--- config.mk ---
export PLATFORM = sky130hd
export DESIGN_NAME = serial_adder_flat
export DESIGN_NICKNAME = d
export VERILOG_FILES = /design/src/rtl/serial_adder_if.sv /design/src/rtl/serial_adder.sv /design/src/flat_wrapper.sv
export SDC_FILE = /design/constraint.sdc
export NUM_CORES = 1
export LEC_CHECK = 0
export CORE_AREA = 3 3 58 60
export CTS_CLUSTER_SIZE = 30
export DETAILED_ROUTE_END_ITERATION = 10
export DIE_AREA = 0 0 61 63
export GPL_TIMING_DRIVEN = 0
export PLACE_DENSITY = 0.75
export SETUP_SLACK_MARGIN = 0.02
export SYNTH_ARGS = -nofsm -noshare
export SYNTH_HDL_FRONTEND = slang
export SYNTH_HIERARCHICAL = 1
export SYNTH_SLANG_ARGS = --single-unit
--- constraint.sdc ---
create_clock -name clk -period 1.5 [get_ports clk]
set_clock_uncertainty 0.15 [all_clocks]
set_input_delay 0.3 -clock clk [delete_from_list [all_inputs] [get_ports clk]]
set_output_delay 0.3 -clock clk [all_outputs]
set_load 0.01 [all_outputs]
--- src/rtl/serial_adder_if.sv ---
// serial_adder_if -- operand/result stream bundle for serial_adder.
//
// Operand stream (upstream -> adder):
//   istream_val  operands valid
//   istream_rdy  adder can accept operands
//   istream_in0  operand A (nbits)
//   istream_in1  operand B (nbits)
//   istream_cin  carry-in, present only when SERIAL_ADDER_CIN_EN is defined
// Result stream (adder -> downstream):
//   ostream_val  result valid
//   ostream_rdy  consumer accepts result
//   ostream_sum  (A + B [+ cin]) mod 2^nbits
//   ostream_cout carry out of bit nbits-1
//
// Modports:
//   master  the environment: drives operands and the result-ready
//   slave   the adder itself
//
// Build option: SERIAL_ADDER_CIN_EN adds istream_cin.

interface serial_adder_if #(
  parameter int nbits = 8
);
  logic             istream_val;
  logic             istream_rdy;
  logic [nbits-1:0] istream_in0;
  logic [nbits-1:0] istream_in1;
`ifdef SERIAL_ADDER_CIN_EN
  logic             istream_cin;
`endif
  logic             ostream_val;
  logic             ostream_rdy;
  logic [nbits-1:0] ostream_sum;
  logic             ostream_cout;

`ifdef SERIAL_ADDER_CIN_EN
  modport master (
    output istream_val, istream_in0, istream_in1, istream_cin, ostream_rdy,
    input  istream_rdy, ostream_val, ostream_sum, ostream_cout
  );

  modport slave (
    input  istream_val, istream_in0, istream_in1, istream_cin, ostream_rdy,
    output istream_rdy, ostream_val, ostream_sum, ostream_cout
  );
`else
  modport master (
    output istream_val, istream_in0, istream_in1, ostream_rdy,
    input  istream_rdy, ostream_val, ostream_sum, ostream_cout
  );

  modport slave (
    input  istream_val, istream_in0, istream_in1, ostream_rdy,
    output istream_rdy, ostream_val, ostream_sum, ostream_cout
  );
`endif

endinterface

--- src/rtl/serial_adder.sv ---
// serial_adder -- bit-serial ripple adder.
//
// Takes two nbits operands over a val/rdy stream, adds them one bit per
// cycle (LSB first) through a single one-bit full adder with the carry kept
// in a flop, then presents the full sum and carry-out over a val/rdy stream.
// Throughput is one result every nbits+2 cycles at best.
//
// Ports:
//   clk    clock, all state updates on the rising edge
//   reset  synchronous, active-high; abandons any transaction in flight
//   s      serial_adder_if.slave (operand stream in, result stream out)
//
// Parameters:
//   nbits  operand/result width, 1..32
//
// Build option: define SERIAL_ADDER_CIN_EN to add istream_cin; the carry
// flop then loads it on accept so the result is A+B+cin. Undefined, the
// carry starts at 0. Timing is identical either way.

// One-bit full adder cell.
module serial_adder_fa (
  input  logic a,
  input  logic b,
  input  logic cin,
  output logic sum,
  output logic cout
);
  assign sum  = a ^ b ^ cin;
  assign cout = (a & b) | (a & cin) | (b & cin);
endmodule

// state | meaning
// ------+-----------------------------------------------------------
// IDLE  | ready for operands; result stream idle
// CALC  | one operand bit pair added per cycle, nbits cycles in total
// DONE  | result valid and held until the consumer takes it
module serial_adder #(
  parameter int nbits = 8
) (
  input  logic            clk,
  input  logic            reset,
  serial_adder_if.slave   s
);

  localparam int cnt_w = (nbits > 1) ? $clog2(nbits) : 1;
  localparam logic [cnt_w-1:0] last_count = cnt_w'(nbits - 1);

  typedef enum logic [1:0] {
    IDLE = 2'd0,
    CALC = 2'd1,
    DONE = 2'd2
  } state_t;

  state_t           state;
  logic [nbits-1:0] a_reg;
  logic [nbits-1:0] b_reg;
  logic [nbits-1:0] sum_reg;
  logic             carry_reg;
  logic [cnt_w-1:0] count;
  logic             istream_rdy_reg;
  logic             ostream_val_reg;

  logic fa_sum;
  logic fa_cout;
  logic cin_load;

`ifdef SERIAL_ADDER_CIN_EN
  assign cin_load = s.istream_cin;
`else
  assign cin_load = 1'b0;
`endif

  serial_adder_fa u_fa (
    .a    (a_reg[0]),
    .b    (b_reg[0]),
    .cin  (carry_reg),
    .sum  (fa_sum),
    .cout (fa_cout)
  );

  always_ff @(posedge clk) begin
    if (reset) begin
      state           <= IDLE;
      a_reg           <= '0;
      b_reg           <= '0;
      sum_reg         <= '0;
      carry_reg       <= 1'b0;
      count           <= '0;
      istream_rdy_reg <= 1'b1;
      ostream_val_reg <= 1'b0;
    end else begin
      case (state)
        IDLE: begin
          if (s.istream_val) begin
            a_reg           <= s.istream_in0;
            b_reg           <= s.istream_in1;
            sum_reg         <= '0;
            carry_reg       <= cin_load;
            count           <= '0;
            istream_rdy_reg <= 1'b0;
            state           <= CALC;
          end
        end

        CALC: begin
          // New sum bit enters at the MSB; after nbits shifts the LSB
          // computed first has walked down to bit 0.
          sum_reg   <= (sum_reg >> 1) | (nbits'(fa_sum) << (nbits - 1));
          carry_reg <= fa_cout;
          a_reg     <= a_reg >> 1;
          b_reg     <= b_reg >> 1;
          count     <= count + 1'b1;
          if (count == last_count) begin
            ostream_val_reg <= 1'b1;
            state           <= DONE;
          end
        end

        DONE: begin
          if (s.ostream_rdy) begin
            ostream_val_reg <= 1'b0;
            istream_rdy_reg <= 1'b1;
            state           <= IDLE;
          end
        end

        default: begin
          ostream_val_reg <= 1'b0;
          istream_rdy_reg <= 1'b1;
          state           <= IDLE;
        end
      endcase
    end
  end

  assign s.istream_rdy  = istream_rdy_reg;
  assign s.ostream_val  = ostream_val_reg;
  assign s.ostream_sum  = sum_reg;
  assign s.ostream_cout = carry_reg;

endmodule

--- src/flat_wrapper.sv ---
// flat-port wrapper written by rule: the top's interface ports become plain ports
module serial_adder_flat 
#(
  parameter int nbits = 8
)
  (clk, reset, s_istream_val, s_istream_in0, s_istream_in1, s_ostream_rdy, s_istream_rdy, s_ostream_val, s_ostream_sum, s_ostream_cout);
  serial_adder_if #(.nbits(nbits)) s_i ();
  input  logic clk;
  input  logic reset;
  input wire logic [$bits(s_i.istream_val)-1:0] s_istream_val;
  input wire logic [$bits(s_i.istream_in0)-1:0] s_istream_in0;
  input wire logic [$bits(s_i.istream_in1)-1:0] s_istream_in1;
  input wire logic [$bits(s_i.ostream_rdy)-1:0] s_ostream_rdy;
  output wire logic [$bits(s_i.istream_rdy)-1:0] s_istream_rdy;
  output wire logic [$bits(s_i.ostream_val)-1:0] s_ostream_val;
  output wire logic [$bits(s_i.ostream_sum)-1:0] s_ostream_sum;
  output wire logic [$bits(s_i.ostream_cout)-1:0] s_ostream_cout;
  assign s_i.istream_val = s_istream_val;
  assign s_i.istream_in0 = s_istream_in0;
  assign s_i.istream_in1 = s_istream_in1;
  assign s_i.ostream_rdy = s_ostream_rdy;
  assign s_istream_rdy = s_i.istream_rdy;
  assign s_ostream_val = s_i.ostream_val;
  assign s_ostream_sum = s_i.ostream_sum;
  assign s_ostream_cout = s_i.ostream_cout;
  serial_adder #(.nbits(nbits)) u_core (.clk(clk), .reset(reset), .s(s_i));
endmodule
======== Word level (Yosys, flattened, before mapping) ========
Index checks and enable logic that the tools add are counted.
W data, S select, Z words.
word-level totals
  flip-flop bits (word level) ............. 32
  input port bits ......................... 20
  output and inout bits ................... 11
  logic and storage cells ................. 50
cells by class
  add/sub/neg operators ................... 1
  equality and inequality tests ........... 6
  muxes and demuxes ....................... 19
  bitwise logic cells ..................... 10
  reduce and logical (&&, ||, !) cells .... 6
operator list
  operator               count
  $pmux W8 S2            3
  $mux W8                3
  $reduce_and A3 Y1      3
  $or A7 B8 Y8           1
  $mux W2                3
  $pmux W1 S3            2
  $pmux W2 S3            1
  $pmux W3 S2            1
  $mux W1                4
  $ne A2 B2 Y1 const B   2
  $add A3 B1 Y3 const B  1
  $and A1 B1 Y1          3
  $eq A3 B3 Y1 const B   1
  $mux W3                1
  $eq A2 B1 Y1 const B   1
  $eq A2 B2 Y1 const B   1
  $logic_not A2 Y1       1
  $ne A2 B1 Y1 const B   1
  $not A1 Y1             2
  $or A1 B1 Y1           2
  $pmux W1 S2            1
  $reduce_and A2 Y1      1
  $reduce_bool A2 Y1     1
  $xor A1 B1 Y1          2

======== Logic depth before layout (Yosys ltp) ========
  depth in word-level cells ............... 4
  gate-level depth with buffers ........... 6
  depth with buffers taken out ............ 5

======== By module ========
Netlist, hierarchy kept.
by module, submodules not included
  module           instances  cells each  area an instance (um2)  sequential area each (um2)
  serial_adder     1          137         1371.3                  640.6
  serial_adder_fa  1          1           20.0                    0.0

======== Worst setup path after synthesis ========
Ideal clock, no wire load.
  kind .................................... flip-flop to flip-flop
  start point ............................. register u_core.state[1]
  end point ............................... register u_core.a_reg[4]
  setup time .............................. 0.119 ns
  data arrival time ....................... 1.033 ns
  required time ........................... 1.231 ns
  path slack .............................. 0.199 ns
  cell stages (with the launch flop) ...... 6
  path buffers ............................ 2
  clock period less this slack ............ 1.301 ns
  path through ............................ dfxtp_1 > buf_6 > nor2b_4 > nand2b_2 > buf_6 > o221a_2
between the ends
  cells in the longest elaborated chain, start to end .. 3
  elaborated cells between the ends (all ways) .. 6
  classes of those cells .................. 2 x eq/ne; 1 x mux; 3 x reduce/logical
RTL lines
  what                                                                 RTL line             text
  from (decl)                                                          serial_adder.sv:54   state_t state;
  from (signal assigned)                                               serial_adder.sv:83   state <= IDLE;
  from (signal assigned)                                               serial_adder.sv:101  state <= CALC;
  from (signal assigned)                                               serial_adder.sv:115  state <= DONE;
  $eq A2 B1 Y1 or $logic_not A2 Y1 (tied branches)                     serial_adder.sv:92   case (state)
  $reduce_bool A2 Y1 (no source line) or $ne A2 B2 Y1 (tied branches)  --
  $reduce_and A2 Y1 (no source line)                                   --
  to (signal assigned)                                                 serial_adder.sv:95   a_reg <= s.istream_in0;
  to (signal assigned)                                                 serial_adder.sv:110  a_reg <= a_reg >> 1;
  to (decl)                                                            serial_adder.sv:55   logic [nbits-1:0] a_reg;
Parallel ways exist; a longest one is shown, timed or not.
A chain may end at the register's enable or synchronous reset.

======== Final worst setup path ========
  start point ............................. register u_core.sum_reg[5] (netlist: u_core/s.ostream_sum[5])
  end point ............................... output port s_ostream_sum[5]
RTL lines
  what                    RTL line             text
  from (decl)             serial_adder.sv:57   logic [nbits-1:0] sum_reg;
  from (signal assigned)  serial_adder.sv:108  sum_reg <= (sum_reg >> 1) | (nbits'(fa_sum) << (nbits - 1));
  to (decl)               flat_wrapper.sv:16   output wire logic [$bits(s_i.ostream_sum)-1:0] s_ostream_sum;
No word-level cell between the ends.

==> metrics.cfg <==
[clock_network]
cts_root_buf=sky130_fd_sc_hd__clkbuf_4
clock_path_buffers=2
htreeDepth=2
tritoncts_clock_tree=done
cts-buffers-inserted=5
clock_insertion_delay_worst_skew_ns=0.33
path_clk_slew_ns=0.09
clkSinkCount=32

[drt]
met2_wirelength_mm=1.390
detail_route.wirelength_mm=2.895
routed.top_layer=met4
antenna_left=0
num_vias=1099
wire_per_inst_um=13.85
drt_pre_antenna_iters=4
dr.first_iter.drc_count=33
route.detailed.drc=0
wirelength_met1_mm=1.331
post_drt_via_cell_ratio=5.258
met3RoutedLength_um=145

[global_route]
grt_antenna_before_repair=0
globalRoute.totalOverflow=0
pin_count_of_the_biggest_net_entering_global_routing=11
wire_length_of_the_first_global_routing_pass_mm=4.836
via_count_of_the_first_global_routing_pass=1161
grt_usage_pct=16.37

[worst_hold_path]
hp-class=in2reg
min_to=u_core/state[0]$_SDFFE_PP0P_
worst_hold_path.num_cells=3
min-delay-start=s_istream_val

[die]
io_pins=31
initial_core_util_pct=46.72
die_footprint_um2=3843
die_x_um=61
floorplan.core_area_um2=2978
num_rows=20
die_h_um=63

[synth]
syn-mean-instance-area_um2=10.08
post_synth_most_frequent_cells=sky130_fd_sc_hd__dfxtp_1 (32), sky130_fd_sc_hd__inv_1 (15), sky130_fd_sc_hd__nor2_1 (15), sky130_fd_sc_hd__a21oi_1 (11), sky130_fd_sc_hd__a22oi_1 (11)
netlist_area_um2=1391
synth.area.top_cells=sky130_fd_sc_hd__dfxtp_1 (46%), sky130_fd_sc_hd__a22oi_1 (5.9%), sky130_fd_sc_hd__o221a_1 (5.7%), sky130_fd_sc_hd__o221a_2 (5.7%), sky130_fd_sc_hd__a21oi_2 (4.4%)
synth_seq_area_share_pct=46.04
ys_ff_latch=32
synth_most_common_cell=sky130_fd_sc_hd__dfxtp_1
synth_fp_nets=161
yosys_warnings=6
async_flop_share_pct=0
syn_inst=138
yosysUniqueCellTypes=26
synth_enable_flop_cells=0
synth_flop_cell=sky130_fd_sc_hd__dfxtp_1
synth_top_cell_area_share_pct=46.04
synth_top_cell_by_area=sky130_fd_sc_hd__dfxtp_1

[worst_setup_path]
critical_path.startpoint=u_core/s.ostream_sum[5]$_SDFFE_PP0P_
critical_path_peak_fanout=3
critical_path.startpoint_type=flip-flop
setup.reg_to_reg.worst_slack_ns=0.10
timing.rr.start=u_core/state[0]$_SDFFE_PP0P_
reg2reg_depth=6
slowest_stage_cell_crit_path=sky130_fd_sc_hd__dfxtp_1
setup.worst_path.end_class=primary output
critPathKind=reg2out
worstReg2RegEnd=u_core/s.ostream_sum[1]$_SDFFE_PP0P_
crit_required_ns=1.05
cp.arrival_ns=0.96
max_stage_delay_on_crit_path_ns=0.37
cp_cell_sequence=dlygate4sd2_1
cp_num_buf_inv=1
crit_family=flip-flops

[timing]
fin_ws_ns=0.08897
layout_min_cycle_time_ns=1.411
timing.max_slew.rel_slack_pct=70.98
actual_transition_at_the_worst_max_transition_pin_ns=0.4352
timing.final.hold_violations=0
setup_violations=0
rsz0062_at_grt=no
report.final.slew_viol_count=0
tns_ns=0
min_period_over_period_pct=94.07
clock.fmax_ghz=0.7087

[cells_and_area]
insertedDiodeCount=0
post_route_cell_area_um2=1780
synthToLayoutAreaGrowth_pct=27.97
share_of_final_layout_standard_cells_stronger_than_drive_strength_1_pct=21.59
finalNetCount=199
finalCoreUtilization_pct=59.79

[place]
place.gp.congestion=0.7720
dpl_worst_slack_ns=-0.3628
place_area_um2=1733
portBuffers=30
place_hpwl_mm=2.083

[power_and_ir_drop]
max-vdd-ir-drop_uv=608.5
cellPowerDensity_nw_per_um2=920.7
power_leakage_uw=0.0007401

[run]
maxcap_violations=0

[status]
run_status=completed

-- power by group --
part / switching, uW / internal (uW)
Clock: 274 / 172
Combinational: 119 / 148
Sequential: 27.5 / 897
-- placed cells by master, fill, tap and decap left out, types with 4 or more instances in the layout --
master | synthesis | layout
sky130_fd_sc_hd__a21oi_1 | 11 | 11
sky130_fd_sc_hd__clkbuf_4 | 0 | 5
sky130_fd_sc_hd__dfxtp_1 | 32 | 31
sky130_fd_sc_hd__clkdlybuf4s50_1 | 0 | 18
sky130_fd_sc_hd__dlygate4sd2_1 | 0 | 10
sky130_fd_sc_hd__a21oi_2 | 7 | 7
sky130_fd_sc_hd__inv_1 | 15 | 15
sky130_fd_sc_hd__a22oi_1 | 11 | 11
sky130_fd_sc_hd__buf_6 | 4 | 4
sky130_fd_sc_hd__nor2_1 | 15 | 14
sky130_fd_sc_hd__o221a_2 | 7 | 7
sky130_fd_sc_hd__o221a_1 | 7 | 7
-- worst max path at each step --
stage / slack (ns) / depth (start not counted) / end
2_1_floorplan: 0.20 / 5 / u_core/a_reg[4]$_SDFFE_PP0P_
3_3_place_gp: -0.33 / 5 / u_core/a_reg[4]$_SDFFE_PP0P_
3_5_place_dp: -0.36 / 5 / u_core/a_reg[6]$_SDFFE_PP0P_
4_1_cts: 0.03 / 5 / u_core/a_reg[6]$_SDFFE_PP0P_
5_1_grt: 0.02 / 1 / s_istream_rdy
6_report: 0.09 / 1 / s_ostream_sum[5]
-- metal layers --
layer	track usage, %	up-vias
li1	-	561
met2	26.60	28
met3	5.992	3
met1	19.32	507
met4	5.691	0
met5	0	-
-- cells by family (layout without fill, tap and decap cells) --
family,after synthesis,in the layout,share of synthesized area (%)
adder cells (fa/ha/maj),3,3,3.237
multiplexers,2,2,1.439
buffers and inverters,26,64,11.15
AO/OA/AOI/OAI,49,49,28.33
flip-flops,32,32,46.04
AND/OR/NAND/NOR,26,26,9.802
-- what timing repair did --
action	in CTS	in global routing
buffers inserted	1	0
setup endpoints to repair	18	12
hold buffers	0	0
resized for setup	11	4
hold endpoints to repair	0	0
-- through the flow --
step	cells	power [uW]	hold slack, ns
5_1_grt	209	1736	0.2675
3_3_place_gp	201	1203	0.3028
6_report	209	1639	0.2273
2_1_floorplan	138	1110	0.3039
3_5_place_dp	201	1212	0.3073
4_1_cts	209	1657	0.3195
-- worst register-to-register path, delay by kind of cell, from the launching register on --
family                 cells  cell delay, ns
buffers and inverters      3            0.43
AO/OA/AOI/OAI              1            0.21
AND/OR/NAND/NOR            2            0.17
flip-flops                 1            0.32
-- cell type report --
type | instances | area, um^2
sequential | 32 | 641.9
timing repair buffer | 31 | 297.8
buffer | 11 | 98.84
tap | 33 | 41.29
clock inverter | 1 | 5.005
multi-input combinational | 80 | 598.1
inverter | 15 | 56.30
clock buffer | 6 | 41.29
fill | 263 | 1197
Power figures use the tool's default switching activity.
